`src/rtl/booth_pkg.sv`:
```
// Shared types and constants for the Booth multiplier arbiter.
//   MUL_W / RES_W : multiplier operand and product widths
//   WD_W          : watchdog counter width (covers TIMEOUT up to 255)
//   state_t       : sequencer state encoding
//   operands_t    : operand pair latched at grant
package booth_pkg;

    localparam int unsigned MUL_W = 8;
    localparam int unsigned RES_W = 16;
    localparam int unsigned WD_W  = 8;
    localparam int unsigned ST_W  = 3;

    typedef logic [ST_W-1:0] state_t;

    localparam state_t IDLE    = 3'd0;
    localparam state_t LOAD_Q  = 3'd1;
    localparam state_t LOAD_M  = 3'd2;
    localparam state_t WAIT    = 3'd3;
    localparam state_t DONE    = 3'd4;
    localparam state_t RECOVER = 3'd5;

    typedef struct packed {
        logic [MUL_W-1:0] q;
        logic [MUL_W-1:0] m;
    } operands_t;

endpackage

```
`src/rtl/booth_mul_arbiter_if.sv`:
```
// Requester and multiplier bus bundle for booth_mul_arbiter.
//   req_i/opa_i/opb_i      : requests and per-requester operands (8 bits per slice)
//   gnt_o/done_o           : one-hot owner and completion pulse
//   result_o/err_o         : product and timeout flag, valid with done_o
//   mul_*                  : shared multiplier bus (reset, begin, operand in, end, result out)
// slave is the arbiter side, master is the requester/multiplier side.
interface booth_mul_arbiter_if #(
    parameter int unsigned NREQ = 4
);
    import booth_pkg::*;

    logic [NREQ-1:0]       req_i;
    logic [MUL_W*NREQ-1:0] opa_i;
    logic [MUL_W*NREQ-1:0] opb_i;
    logic [NREQ-1:0]       gnt_o;
    logic [NREQ-1:0]       done_o;
    logic [RES_W-1:0]      result_o;
    logic                  err_o;
    logic                  mul_rst_no;
    logic                  mul_begin_o;
    logic [MUL_W-1:0]      mul_inbus_o;
    logic                  mul_end_i;
    logic [MUL_W-1:0]      mul_outbus_i;

    modport slave (
        input  req_i, opa_i, opb_i, mul_end_i, mul_outbus_i,
        output gnt_o, done_o, result_o, err_o, mul_rst_no, mul_begin_o, mul_inbus_o
    );

    modport master (
        output req_i, opa_i, opb_i, mul_end_i, mul_outbus_i,
        input  gnt_o, done_o, result_o, err_o, mul_rst_no, mul_begin_o, mul_inbus_o
    );

endinterface

```
`src/rtl/booth_mul_arbiter_rr_arbiter.sv`:
```
// Combinational round-robin pick: first set request at or after ptr, wrapping.
//   req   : request vector
//   ptr   : priority start index (always < NREQ)
//   gnt   : one-hot winner, zero when no request
//   idx   : winner index
//   valid : at least one request present
module rr_arbiter #(
    parameter int unsigned NREQ  = 4,
    parameter int unsigned IDX_W = 2
) (
    input  logic [NREQ-1:0]  req,
    input  logic [IDX_W-1:0] ptr,
    output logic [NREQ-1:0]  gnt,
    output logic [IDX_W-1:0] idx,
    output logic             valid
);

    // ptr + off modulo NREQ; ptr < NREQ and off < NREQ so one subtract suffices.
    function automatic logic [IDX_W-1:0] wrap_add(input logic [IDX_W-1:0] p, input int unsigned off);
        int unsigned s;
        s = 32'(p) + off;
        if (s >= NREQ) begin
            s = s - NREQ;
        end
        return IDX_W'(s);
    endfunction

    logic [IDX_W-1:0] cand;

    // Scan from the pointer; the first hit wins.
    always_comb begin
        gnt   = '0;
        idx   = '0;
        valid = 1'b0;
        cand  = '0;
        for (int unsigned i = 0; i < NREQ; i++) begin
            cand = wrap_add(ptr, i);
            if (!valid && req[cand]) begin
                valid     = 1'b1;
                idx       = cand;
                gnt[cand] = 1'b1;
            end
        end
    end

endmodule

```
`src/rtl/booth_mul_arbiter.sv`:
```
// Shares one 8x8 signed Booth multiplier among NREQ requesters.
//   clk_i  : clock, rising edge
//   rst_i  : asynchronous reset, active low
//   bus    : requester side (req/operands in, gnt/done/result/err out) and
//            multiplier side (mul_rst_no/begin/inbus out, end/outbus in)
// A granted op drives Q then M to the multiplier, collects the product
// (high byte one cycle before end, low byte with end) and returns it to the
// owner. A watchdog resets a hung multiplier and reports err_o.
module booth_mul_arbiter
    import booth_pkg::*;
#(
    parameter int unsigned NREQ    = 4,
    parameter int unsigned TIMEOUT = 31
) (
    input  logic                  clk_i,
    input  logic                  rst_i,
    booth_mul_arbiter_if.slave    bus
);

    localparam int unsigned IDX_W = $clog2(NREQ);

    state_t           state_q, state_d;
    logic [IDX_W-1:0] rr_q, rr_d;
    logic [IDX_W-1:0] idx_q, idx_d;
    operands_t        ops_q, ops_d;
    logic [WD_W-1:0]  wd_q, wd_d;
    logic [MUL_W-1:0] hi_q, hi_d;
    logic             rec_q, rec_d;
    logic [NREQ-1:0]  gnt_q, gnt_d;
    logic [NREQ-1:0]  done_q, done_d;
    logic [RES_W-1:0] result_q, result_d;
    logic             err_q, err_d;
    logic             mrst_q, mrst_d;
    logic             begin_q, begin_d;
    logic [MUL_W-1:0] inbus_q, inbus_d;

    logic [NREQ-1:0]  arb_gnt;
    logic [IDX_W-1:0] arb_idx;
    logic             arb_valid;
    logic             wd_expired;

    rr_arbiter #(
        .NREQ  (NREQ),
        .IDX_W (IDX_W)
    ) u_rr (
        .req   (bus.req_i),
        .ptr   (rr_q),
        .gnt   (arb_gnt),
        .idx   (arb_idx),
        .valid (arb_valid)
    );

    assign wd_expired = (wd_q == WD_W'(TIMEOUT));

    // State register.
    always_ff @(posedge clk_i or negedge rst_i) begin
        if (!rst_i) begin
            state_q <= IDLE;
        end else begin
            state_q <= state_d;
        end
    end

    // Next-state logic.
    always_comb begin
        state_d = state_q;
        case (state_q)
            IDLE:    if (arb_valid) state_d = LOAD_Q;
            LOAD_Q:  state_d = LOAD_M;
            LOAD_M:  state_d = WAIT;
            WAIT: begin
                // End on the timeout cycle still counts as success.
                if (bus.mul_end_i) begin
                    state_d = DONE;
                end else if (wd_expired) begin
                    state_d = RECOVER;
                end
            end
            DONE:    state_d = IDLE;
            RECOVER: if (rec_q) state_d = DONE;
            default: state_d = IDLE;
        endcase
    end

    // Next values of all registered outputs and datapath state.
    always_comb begin
        rr_d     = rr_q;
        idx_d    = idx_q;
        ops_d    = ops_q;
        wd_d     = wd_q;
        hi_d     = hi_q;
        rec_d    = rec_q;
        gnt_d    = gnt_q;
        done_d   = done_q;
        result_d = result_q;
        err_d    = err_q;
        mrst_d   = mrst_q;
        begin_d  = begin_q;
        inbus_d  = inbus_q;
        case (state_q)
            IDLE: begin
                if (arb_valid) begin
                    gnt_d   = arb_gnt;
                    idx_d   = arb_idx;
                    begin_d = 1'b1;
                    for (int unsigned k = 0; k < NREQ; k++) begin
                        if (arb_idx == IDX_W'(k)) begin
                            ops_d.q = bus.opa_i[k*MUL_W +: MUL_W];
                            ops_d.m = bus.opb_i[k*MUL_W +: MUL_W];
                            inbus_d = bus.opa_i[k*MUL_W +: MUL_W];
                        end
                    end
                end
            end
            LOAD_Q: begin
                begin_d = 1'b0;
                inbus_d = ops_q.m;
            end
            LOAD_M: begin
                wd_d = '0;
            end
            WAIT: begin
                // High byte arrives one cycle before end; keep the latest sample.
                hi_d = bus.mul_outbus_i;
                wd_d = WD_W'(wd_q + 1'b1);
                if (bus.mul_end_i) begin
                    result_d = {hi_q, bus.mul_outbus_i};
                    done_d   = gnt_q;
                    gnt_d    = '0;
                end else if (wd_expired) begin
                    mrst_d = 1'b0;
                    rec_d  = 1'b0;
                end
            end
            DONE: begin
                done_d = '0;
                err_d  = 1'b0;
                rr_d   = (idx_q == IDX_W'(NREQ - 1)) ? '0 : IDX_W'(idx_q + 1'b1);
            end
            RECOVER: begin
                // Two cycles of multiplier reset, then report through DONE.
                if (!rec_q) begin
                    rec_d = 1'b1;
                end else begin
                    mrst_d   = 1'b1;
                    result_d = '0;
                    err_d    = 1'b1;
                    done_d   = gnt_q;
                    gnt_d    = '0;
                end
            end
            default: begin
                gnt_d   = '0;
                done_d  = '0;
                begin_d = 1'b0;
                mrst_d  = 1'b1;
            end
        endcase
    end

    // Datapath and output registers.
    always_ff @(posedge clk_i or negedge rst_i) begin
        if (!rst_i) begin
            rr_q     <= '0;
            idx_q    <= '0;
            ops_q    <= '0;
            wd_q     <= '0;
            hi_q     <= '0;
            rec_q    <= 1'b0;
            gnt_q    <= '0;
            done_q   <= '0;
            result_q <= '0;
            err_q    <= 1'b0;
            mrst_q   <= 1'b1;
            begin_q  <= 1'b0;
            inbus_q  <= '0;
        end else begin
            rr_q     <= rr_d;
            idx_q    <= idx_d;
            ops_q    <= ops_d;
            wd_q     <= wd_d;
            hi_q     <= hi_d;
            rec_q    <= rec_d;
            gnt_q    <= gnt_d;
            done_q   <= done_d;
            result_q <= result_d;
            err_q    <= err_d;
            mrst_q   <= mrst_d;
            begin_q  <= begin_d;
            inbus_q  <= inbus_d;
        end
    end

    assign bus.gnt_o       = gnt_q;
    assign bus.done_o      = done_q;
    assign bus.result_o    = result_q;
    assign bus.err_o       = err_q;
    assign bus.mul_rst_no  = mrst_q;
    assign bus.mul_begin_o = begin_q;
    assign bus.mul_inbus_o = inbus_q;

endmodule

```
`src/flat_wrapper.sv`:
```
// flat-port wrapper written by rule: the top's interface ports become plain ports
module booth_mul_arbiter_flat import booth_pkg::*;
#(
    parameter int unsigned NREQ    = 4,
    parameter int unsigned TIMEOUT = 31
)
  (clk_i, rst_i, bus_req_i, bus_opa_i, bus_opb_i, bus_mul_end_i, bus_mul_outbus_i, bus_gnt_o, bus_done_o, bus_result_o, bus_err_o, bus_mul_rst_no, bus_mul_begin_o, bus_mul_inbus_o);
  booth_mul_arbiter_if #(.NREQ(NREQ)) bus_i ();
  input  logic clk_i;
  input  logic rst_i;
  input wire logic [$bits(bus_i.req_i)-1:0] bus_req_i;
  input wire logic [$bits(bus_i.opa_i)-1:0] bus_opa_i;
  input wire logic [$bits(bus_i.opb_i)-1:0] bus_opb_i;
  input wire logic [$bits(bus_i.mul_end_i)-1:0] bus_mul_end_i;
  input wire logic [$bits(bus_i.mul_outbus_i)-1:0] bus_mul_outbus_i;
  output wire logic [$bits(bus_i.gnt_o)-1:0] bus_gnt_o;
  output wire logic [$bits(bus_i.done_o)-1:0] bus_done_o;
  output wire logic [$bits(bus_i.result_o)-1:0] bus_result_o;
  output wire logic [$bits(bus_i.err_o)-1:0] bus_err_o;
  output wire logic [$bits(bus_i.mul_rst_no)-1:0] bus_mul_rst_no;
  output wire logic [$bits(bus_i.mul_begin_o)-1:0] bus_mul_begin_o;
  output wire logic [$bits(bus_i.mul_inbus_o)-1:0] bus_mul_inbus_o;
  assign bus_i.req_i = bus_req_i;
  assign bus_i.opa_i = bus_opa_i;
  assign bus_i.opb_i = bus_opb_i;
  assign bus_i.mul_end_i = bus_mul_end_i;
  assign bus_i.mul_outbus_i = bus_mul_outbus_i;
  assign bus_gnt_o = bus_i.gnt_o;
  assign bus_done_o = bus_i.done_o;
  assign bus_result_o = bus_i.result_o;
  assign bus_err_o = bus_i.err_o;
  assign bus_mul_rst_no = bus_i.mul_rst_no;
  assign bus_mul_begin_o = bus_i.mul_begin_o;
  assign bus_mul_inbus_o = bus_i.mul_inbus_o;
  booth_mul_arbiter #(.NREQ(NREQ), .TIMEOUT(TIMEOUT)) u_core (.clk_i(clk_i), .rst_i(rst_i), .bus(bus_i));
endmodule
```
`config.mk`:
```
export PLATFORM = sky130hd
export DESIGN_NAME = booth_mul_arbiter_flat
export DESIGN_NICKNAME = d
export VERILOG_FILES = /design/src/rtl/booth_pkg.sv /design/src/rtl/booth_mul_arbiter_if.sv /design/src/rtl/booth_mul_arbiter_rr_arbiter.sv /design/src/rtl/booth_mul_arbiter.sv /design/src/flat_wrapper.sv
export SDC_FILE = /design/constraint.sdc
export NUM_CORES = 1
export LEC_CHECK = 0
export ABC_AREA = 1
export ABC_CLOCK_PERIOD_IN_PS = 8119
export CAP_MARGIN = 20
export CORE_MARGIN = 2
export CORE_UTILIZATION = 53
export CTS_BUF_LIST = sky130_fd_sc_hd__clkbuf_4 sky130_fd_sc_hd__clkbuf_8
export DETAILED_ROUTE_END_ITERATION = 7
export PLACE_DENSITY = 0.93
export SYNTH_ARGS = -nofsm -noshare
export SYNTH_HDL_FRONTEND = slang
export SYNTH_SLANG_ARGS = --single-unit
```
`constraint.sdc`:
```
create_clock -name clk_i -period 8.12 [get_ports clk_i]
set_input_delay 1.624 -clock clk_i [delete_from_list [all_inputs] [get_ports clk_i]]
set_output_delay 1.624 -clock clk_i [all_outputs]
set_load 0.03 [all_outputs]
```
[Word-level counts from Yosys, hierarchy flattened]
Cells that the tools add are included.
Word-level totals
  bits in registers: 67
  logic and storage cells: 158
  output and inout bits: 35
  input port bits: 79
Operators by class
  mux-type cells: 67
  reduce and logical (&&, ||, !) cells: 32
  $add $sub $neg: 9
  bitwise operators: 7
  order comparisons: 12
  eq/ne operators: 17
Operators with widths (number)
  8-bit 2-to-1 mux: 9
  4-bit 2-to-1 mux: 9
  16-bit 2-to-1 mux: 2
  16-bit case mux with 2 select lines: 1
  8-bit case mux with 2 select lines: 2
  2-bit 2-to-1 mux: 9
  3-bit AND reduction: 6
  1-bit 2-to-1 mux: 16
  4-bit case mux with 4 select lines: 1
  3-bit case mux with 5 select lines: 1
  2-bit by 3-bit < comparator with 1-bit output, second input constant: 4
  3-bit 2-to-1 mux: 4
  4-bit bitwise OR: 3
  4-bit case mux with 3 select lines: 1
  3-bit greater-or-equal comparator, second input constant: 3
  8-bit by 1-bit adder with 8-bit output, second input constant: 1
  1-bit binary-select mux with 2-bit select: 4
  1-bit demux with 2-bit select: 4
  8-bit by 5-bit == test with 1-bit output, second input constant: 1
  2-bit by 1-bit greater-or-equal comparator with 1-bit output, second input constant: 4
  4-bit AND reduction: 2
  2-bit nonzero test: 4
  4-bit OR reduction: 2
  2-bit by 1-bit subtractor with 2-bit output, second input constant: 4
  other kinds (23): 47

[Logic depth before layout (Yosys ltp)]
Gate-level depths: netlist of the first run.
  depth in word-level cells: 21
  gate-level depth with buffers: 20
  gate-level depth less buffers: 18

[By module]
Synthesis of the first run repeated with hierarchy kept, for this count alone.
Second synthesis, totals
  cells, all modules: 578
  area, all modules: 4036.4 um^2
Modules (own cells, without submodules)
  booth_mul_arbiter: area an instance 3595.9 um^2, times used 1, cells each 504, seq. area each 1677.9 um^2
  rr_arbiter: area an instance 440.4 um^2, times used 1, cells each 74, seq. area each 0.0 um^2

[Worst setup path before layout of the first run]
No wires, ideal clock.
  path kind: input to register
  start point: input port bus_req_i[3]
  end point: register u_core.ops_q[1] in the netlist's numbering
  path slack: 4.467 ns
  stages: 18
  data required time: 8.046 ns
  setup time: 0.074 ns
  buffers on the path: 2
  data arrival time: 3.579 ns
  cells stage by stage: inv_1 nand2_1 nand2_1 nand2_1 nand2_2 inv_1 a21oi_1 nand2_1 nand2_1 inv_1 ha_1 buf_2 inv_1 buf_1 nor2_1 a31oi_1 nand2_2 o21ai_2
On the way
  cells in the longest elaborated chain, start to end: 16
  elaborated cells between the ends (all ways): 31
  classes of those cells: 3 x eq/ne; 19 x mux; 9 x reduce/logical
Ends and longest elaborated chain
  start, declared: RTL line flat_wrapper.sv:11  | input wire logic [$bits(bus_i.req_i)-1:0] bus_req_i;
  1-bit binary-select mux with 2-bit select: RTL line booth_mul_arbiter_rr_arbiter.sv:38  | if (!valid && req[cand]) begin
  1-bit 2-to-1 mux (implied by the code): RTL line booth_mul_arbiter_rr_arbiter.sv:38
  1-bit 2-to-1 mux: RTL line booth_mul_arbiter_rr_arbiter.sv:38
  1-bit logical NOT: RTL line booth_mul_arbiter_rr_arbiter.sv:38
  1-bit logical AND: RTL line booth_mul_arbiter_rr_arbiter.sv:38
  1-bit 2-to-1 mux: RTL line booth_mul_arbiter_rr_arbiter.sv:38
  1-bit logical NOT: RTL line booth_mul_arbiter_rr_arbiter.sv:38
  1-bit logical AND: RTL line booth_mul_arbiter_rr_arbiter.sv:38
  1-bit 2-to-1 mux: RTL line booth_mul_arbiter_rr_arbiter.sv:38
  1-bit logical NOT: RTL line booth_mul_arbiter_rr_arbiter.sv:38
  1-bit logical AND: RTL line booth_mul_arbiter_rr_arbiter.sv:38
  2-bit 2-to-1 mux *: RTL line booth_mul_arbiter_rr_arbiter.sv:38
  via u_core.arb_idx[0]: RTL line booth_mul_arbiter.sv:38  | logic [IDX_W-1:0] arb_idx;
  2-bit by 1-bit == test with 1-bit output: RTL line booth_mul_arbiter.sv:107  | if (arb_idx == IDX_W'(k)) begin
  8-bit 2-to-1 mux (3 in a row): RTL line booth_mul_arbiter.sv:107
  end signal, assigned: RTL line booth_mul_arbiter.sv:180  | ops_q <= ops_d;
  end, declared: RTL line booth_mul_arbiter.sv:25  | operands_t ops_q, ops_d;
The timed path passes the listed nets; every way through them passes the cells marked *. The select of a mux whose other input is x is not followed.
A chain may end at the register's enable or synchronous reset.

[Final worst setup path of the first run]
  start point: input port bus_req_i[3]
  end point: register u_core.inbus_q[4], in the netlist u_core.bus.mul_inbus_o[4]
On the way
  cells in the longest elaborated chain, start to end: 18
  elaborated cells between the ends (all ways): 34
  classes of those cells: 5 x eq/ne; 21 x mux; 8 x reduce/logical
Ends and longest elaborated chain
  1-bit binary-select mux with 2-bit select: RTL line booth_mul_arbiter_rr_arbiter.sv:38
  1-bit 2-to-1 mux (implied by the code): RTL line booth_mul_arbiter_rr_arbiter.sv:38
  1-bit 2-to-1 mux: RTL line booth_mul_arbiter_rr_arbiter.sv:38
  1-bit logical NOT: RTL line booth_mul_arbiter_rr_arbiter.sv:38
  1-bit logical AND: RTL line booth_mul_arbiter_rr_arbiter.sv:38
  1-bit 2-to-1 mux: RTL line booth_mul_arbiter_rr_arbiter.sv:38
  1-bit logical NOT: RTL line booth_mul_arbiter_rr_arbiter.sv:38
  1-bit logical AND: RTL line booth_mul_arbiter_rr_arbiter.sv:38
  1-bit 2-to-1 mux: RTL line booth_mul_arbiter_rr_arbiter.sv:38
  1-bit logical NOT: RTL line booth_mul_arbiter_rr_arbiter.sv:38
  1-bit logical AND: RTL line booth_mul_arbiter_rr_arbiter.sv:38
  2-bit 2-to-1 mux *: RTL line booth_mul_arbiter_rr_arbiter.sv:38
  via u_core.arb_idx[0]: RTL line booth_mul_arbiter.sv:38
  2-bit by 1-bit == test with 1-bit output: RTL line booth_mul_arbiter.sv:107
  8-bit 2-to-1 mux (3 in a row): RTL line booth_mul_arbiter.sv:107
  8-bit 2-to-1 mux: RTL line booth_mul_arbiter.sv:102  | if (arb_valid) begin
  8-bit case mux with 2 select lines: RTL line booth_mul_arbiter.sv:100  | case (state_q)
  end signal, assigned: RTL line booth_mul_arbiter.sv:190  | inbus_q <= inbus_d;
  end, declared: RTL line booth_mul_arbiter.sv:35  | logic [MUL_W-1:0] inbus_q, inbus_d;
Marks and branches as above.

==> results of run 1 <==
kinds of logic after synthesis:
kind of cell             after synthesis  share of synthesized area, %
AO/OA/AOI/OAI                        106                          15.5
adder cells (fa/ha/maj)               13                          4.08
buffers and inverters                 84                          8.94
flip-flops                            67                          42.1
AND/OR/NAND/NOR                      248                          29.4
flip-flops by register name, summed over array words and instances (netlist names), 3 cells and up:
register                flops
u_core.hi_q                 8
u_core.bus.done_o           4
u_core.state_q              3
u_core.wd_q                 8
u_core.ops_q                8
u_core.bus.gnt_o            4
u_core.bus.result_o        16
u_core.bus.mul_inbus_o      8
cells in the final DEF (no fill, tap or decap), types with 9 or more instances in the layout:
master and count:
nand2_2 14, ha_1 13, clkbuf_8 9, nand4_1 9, dfrtp_1 66, a21oi_1 17, o211ai_1 16, nand3_1 53
nor2_1 17, nand2_1 137, o21ai_0 51, clkdlybuf4s50_1 112, inv_1 55
per-stage QoR:
step	total power, W	hold WS (ns)
5_1_grt	0.00271	0.530
4_1_cts	0.00250	0.497
2_1_floorplan	0.00170	0.453
3_5_place_dp	0.00210	0.471
6_report	0.00251	0.499
3_3_place_gp	0.00203	0.462
layer usage:
layer,vias to the layer above,global-route usage (%)
met1,1874,32.2
li1,1917,-
met4,0,14.9
met5,-,0
met2,183,47.2
met3,33,5.84
where the power goes:
group	internal [W]	switching (W)
clock network	0.000240	0.000132
registers	0.000474	0.0000924
logic	0.000555	0.00102
total	0.00127	0.00124
cell type report:
class,instances,area [sq um]
Tap cell,99,124
Multi-Input combinational cell,367,1950
Sequential cell,67,1680
Clock buffer,10,131
Timing Repair Buffer,115,1150
Fill cell,511,1840
Inverter,63,241
Clock inverter,6,136
tightest hold or removal path: stages, from the launching register on:
cell     delay [ns]
dfrtp_1        0.36
nand2_1        0.06
nand2_1        0.05
worst paths after layout:
path	end	cells after the start	slack, ns
min reg2reg	u_core.idx_q[1]	2	0.50
max in group asynchronous	u_core.ops_q[4]	2	6.14
min	u_core.idx_q[1]	2	0.50
min in group asynchronous	u_core.bus.done_o[1]	2	1.46
max reg2reg	u_core.bus.mul_inbus_o[4]	16	4.28
max	u_core.bus.mul_inbus_o[4]	18	3.53
==> metrics.txt, run 1 <==
Cell Pwr Density=464 mW/mm^2; cell with the most instances after synthesis=nand2_1; Slew @ Worst Pin=0.892 ns; crit path cell chain=clkdlybuf4s50_1, inv_1, nand2_1, nand2_1, nand2_1, nand2_2, inv_1, a21oi_1, nand2_1, nand2_1, inv_1, ha_1, o21ai_0, o21ai_0, o211ai_1, o21ai_0, nand2_1, nand2_1; Max-cap violations=0; met3 WL=725 microns; ys flop type=dfrtp_1; filler-free cell count of the finished design=727; most frequent cells after synthesis=nand2_1, dfrtp_1, inv_1; Post-Route M1 WL=4220 microns; die area=0.00824 sq mm; Cell Area, Synth=0.00399 sq mm; Clock Path Buffers=2; row count=31; CTS clk-pin slew, worst paths=0.08 ns; Syn Inst Count=518; final hold viol count=0; Via density=5.51; Port Buf Inserts=113; Setup WS pre-CTS=3.27 ns; antenna fix cells=0; leakage power=2.54 nW; setup ws final=3.53 ns; Detail Route met2 WL=5530 microns; Synth area leaders=dfrtp_1, nand2_1, nand3_1; Layout Nets=715; post-route ant nets=0; root buffer cell=clkbuf_8; Synth warnings=0; Post-CTS Setup Repair Bufs=0; Core Util, Final=74.6%; Post-synth EDFFs=0; final setup fails=0; htree depth=3; Detailed Route Iter0 Violations=205; pins over their slew limit=0; post-route DRC violation count=0; CP required=8.41 ns; CP Class=primary input to flip-flop; clk_skew=0.0124 ns; initial antenna violation count=0; core area=0.00725 sq mm; Synth Area per Inst=7.70 sq um; Hold/Removal Path Class=flip-flop to flip-flop; routed len/inst=14.9 microns; die width=90.8 microns; vias in the first global route=3955; register area share after synthesis=42.1%; RSZ-0062 raised after global routing=no; drt pass-1 iters=5; Final Critical Period=4.59 ns; total global routing overflow=0; area growth from synthesis to final layout=35.7%; reg2reg start=u_core.rr_q[1]; Routability Congestion=0.905; setup TNS=0 ns; top-area cell type share of the netlist area=41.4%; worst-path fanout max=32; global-route wire length before repair=18200 microns; post_cts resized=0; worst vdd ir=0.248 mV; cts bufs inserted=9; Worst setup EP type=flip-flop; initial core utilization=55.0%; area leader, netlist=dfrtp_1; Post-Syn Nets=610; Max-slew headroom=40.5%; crit path launch type=primary input; Top delay family on crit path=compound AO/OA/AOI/OAI gates; post-synthesis register bit count=67; final design area excluding fillers=0.00541 sq mm; final wirelength=10900 microns; share of layout cells above drive strength 1=9.71%; Worst path slowest cell=ha_1; DP Area=0.00513 sq mm; die height=90.8 microns; Hold Buf Count CTS=0; Tot GR Track Use=27.5%; hold wc startpoint=u_core.idx_q[1]; CTS Sinks=67; Synth async-reset ratio=100%; worst setup path startpoint=bus_req_i[3]; status=finished clean; clock latency on the worst-skew pair=0.35 ns; Ports=114; Highest Clock Rate=218 MHz; uppermost layer routed=met4; Worst path most repeated cell=nand2_1; largest net degree at the start of global routing=68; Tcrit/Tclk final=56.6%; worst path bufs/invs=4; CP Data Arrival Time=4.88 ns; Placed Cells=710; Vias=4007; CTS tree=built; CP peak stage delay=0.75 ns; Distinct cells, synth=34; Final HPWL DP=7760 microns
Power figures use the tool's default switching activity.
==> run 2: changes to the inputs <==
Settings changed: ABC_CLOCK_PERIOD_IN_PS 8119 to 4350, CORE_UTILIZATION 53 to 50, PLACE_DENSITY 0.93 to 0.88.
Clock period 8.12 ns to 4.35 ns, I/O delays scaled along.
==> metrics.txt, run 2 (same netlist as run 1, synthesis figures left out) <==
total global routing overflow=0; setup TNS=0 ns; Tot GR Track Use=25.1%; Vias=3950; Layout Nets=717; Max-slew headroom=37.1%; Slew @ Worst Pin=0.943 ns; CP Class=primary input to flip-flop; RSZ-0062 raised after global routing=no; final hold viol count=0; CTS clk-pin slew, worst paths=0.07 ns; worst vdd ir=0.523 mV; post-route ant nets=0; most common cell after layout, fill and taps aside=nand2_1; Via density=5.40; vias in the first global route=3818; clock latency on the worst-skew pair=0.34 ns; Routability Congestion=0.822; final wirelength=10400 microns; Tcrit/Tclk final=79.8%; max reg flops=16; filler-free cell count of the finished design=731; Placed Cells=716; area growth from synthesis to final layout=33.9%; crit path launch type=primary input; Worst setup EP type=flip-flop; clk_skew=0.00834 ns; global-route wire length before repair=17400 microns; die height=93.3 microns; routed len/inst=14.3 microns; Port Buf Inserts=113; drt pass-1 iters=7; CP required=4.58 ns; cts bufs inserted=9; CP Data Arrival Time=3.70 ns; Hold Buf Count CTS=0; die width=93.3 microns; Total Power=0.00445 W; Clock Path Buffers=2; share of layout cells above drive strength 1=9.86%; htree depth=3; antenna fix cells=0; final setup fails=0; initial antenna violation count=0; Hold/Removal Path Class=flip-flop to flip-flop; root buffer cell=clkbuf_8; initial core utilization=51.6%; pins over their slew limit=0; status=finished clean; core area=0.00773 sq mm; Cell Pwr Density=833 mW/mm^2; worst-path fanout max=24; CTS tree=built; Final HPWL DP=7970 microns; Highest Clock Rate=288 MHz; largest net degree at the start of global routing=44; post_cts resized=0; CTS Sinks=67; leakage power=2.52 nW; post-route DRC violation count=0; die area=0.00871 sq mm; Post-CTS Setup Repair Bufs=0; Max-cap violations=0; row count=32; Final Critical Period=3.47 ns; most frequent cells in the layout=nand2_1, clkdlybuf4s50_1, dfrtp_1; Detailed Route Iter0 Violations=185; Ports=114
run 2: cell types whose count changed in the layout (fill, tap and decap cells not counted):
cell	change
clkinvlp_4	-1
buf_8	-1
inv_6	-1
buf_4	+3
clkbuf_8	+3
clkinv_2	+2
bufinv_16	-4
run 2: report_power, final:
| part | internal, W | switching (W) |
|---|---|---|
| registers | 0.000887 | 0.000179 |
| logic | 0.00105 | 0.00186 |
| clock network | 0.000255 | 0.000221 |
| total | 0.00219 | 0.00226 |
run 2: path summary, 6_finish.rpt:
path / endpoint / slack [ns] / from / cells after the start
min in group asynchronous: u_core.hi_q[3] / 0.68 / rst_i / 1
setup reg to reg: u_core.bus.mul_inbus_o[3] / 0.89 / u_core.rr_q[0] / 16
hold reg to reg: u_core.bus.mul_inbus_o[6] / 0.50 / u_core.bus.mul_inbus_o[6] / 2
max in group asynchronous: u_core.bus.mul_rst_no / 2.74 / rst_i / 2
hold / removal: u_core.bus.mul_inbus_o[6] / 0.50 / u_core.bus.mul_inbus_o[6] / 2
setup / recovery: u_core.bus.mul_inbus_o[3] / 0.88 / bus_req_i[3] / 17
run 2: critical path: stages:
cell and delay [ns]:
clkdlybuf4s50_1 0.49, inv_1 0.05, nand2_1 0.11, nand2_1 0.07, nand2_1 0.07, nand2_2 0.15
inv_1 0.21, a21oi_1 0.09, nand2_1 0.06, nand2_1 0.12, inv_1 0.11, ha_1 0.36
inv_1 0.38, o211ai_1 0.27, o21ai_0 0.13, nand2_1 0.10, nand2_1 0.05
run 2: routing by layer:
layer / global-route usage, % / wire length (microns) / up-vias
met4: 9.31 / 238 / 0
met5: 0 / 0 / -
li1: - / - / 1916
met1: 30.8 / 4130 / 1837
met3: 4.67 / 718 / 21
met2: 43.8 / 5360 / 176
run 2: layout make-up:
class                   count  area [sq um]
clock buffers              13           173
clock inverters             2          10.0
fillers                   596          2390
inverters                  63           241
multi-input cells         367          1950
flip-flops and latches     67          1680
well taps                 102           128
repair buffers            117          1160
run 2: stage by stage:
| stage | instance area [sq um] | hold slack [ns] | setup WS (ns) | util [%] |
|---|---|---|---|---|
| 6_report | 5340 | 0.496 | 0.879 | 69.1 |
| 3_3_place_gp | 5160 | 0.468 | 0.698 | 66.7 |
| 3_5_place_dp | 5160 | 0.477 | 0.569 | 66.7 |
| 5_1_grt | 5340 | 0.521 | 0.586 | 69.1 |
| 4_1_cts | 5340 | 0.493 | 0.929 | 69.1 |
| 2_1_floorplan | 3990 | 0.453 | 1.45 | - |
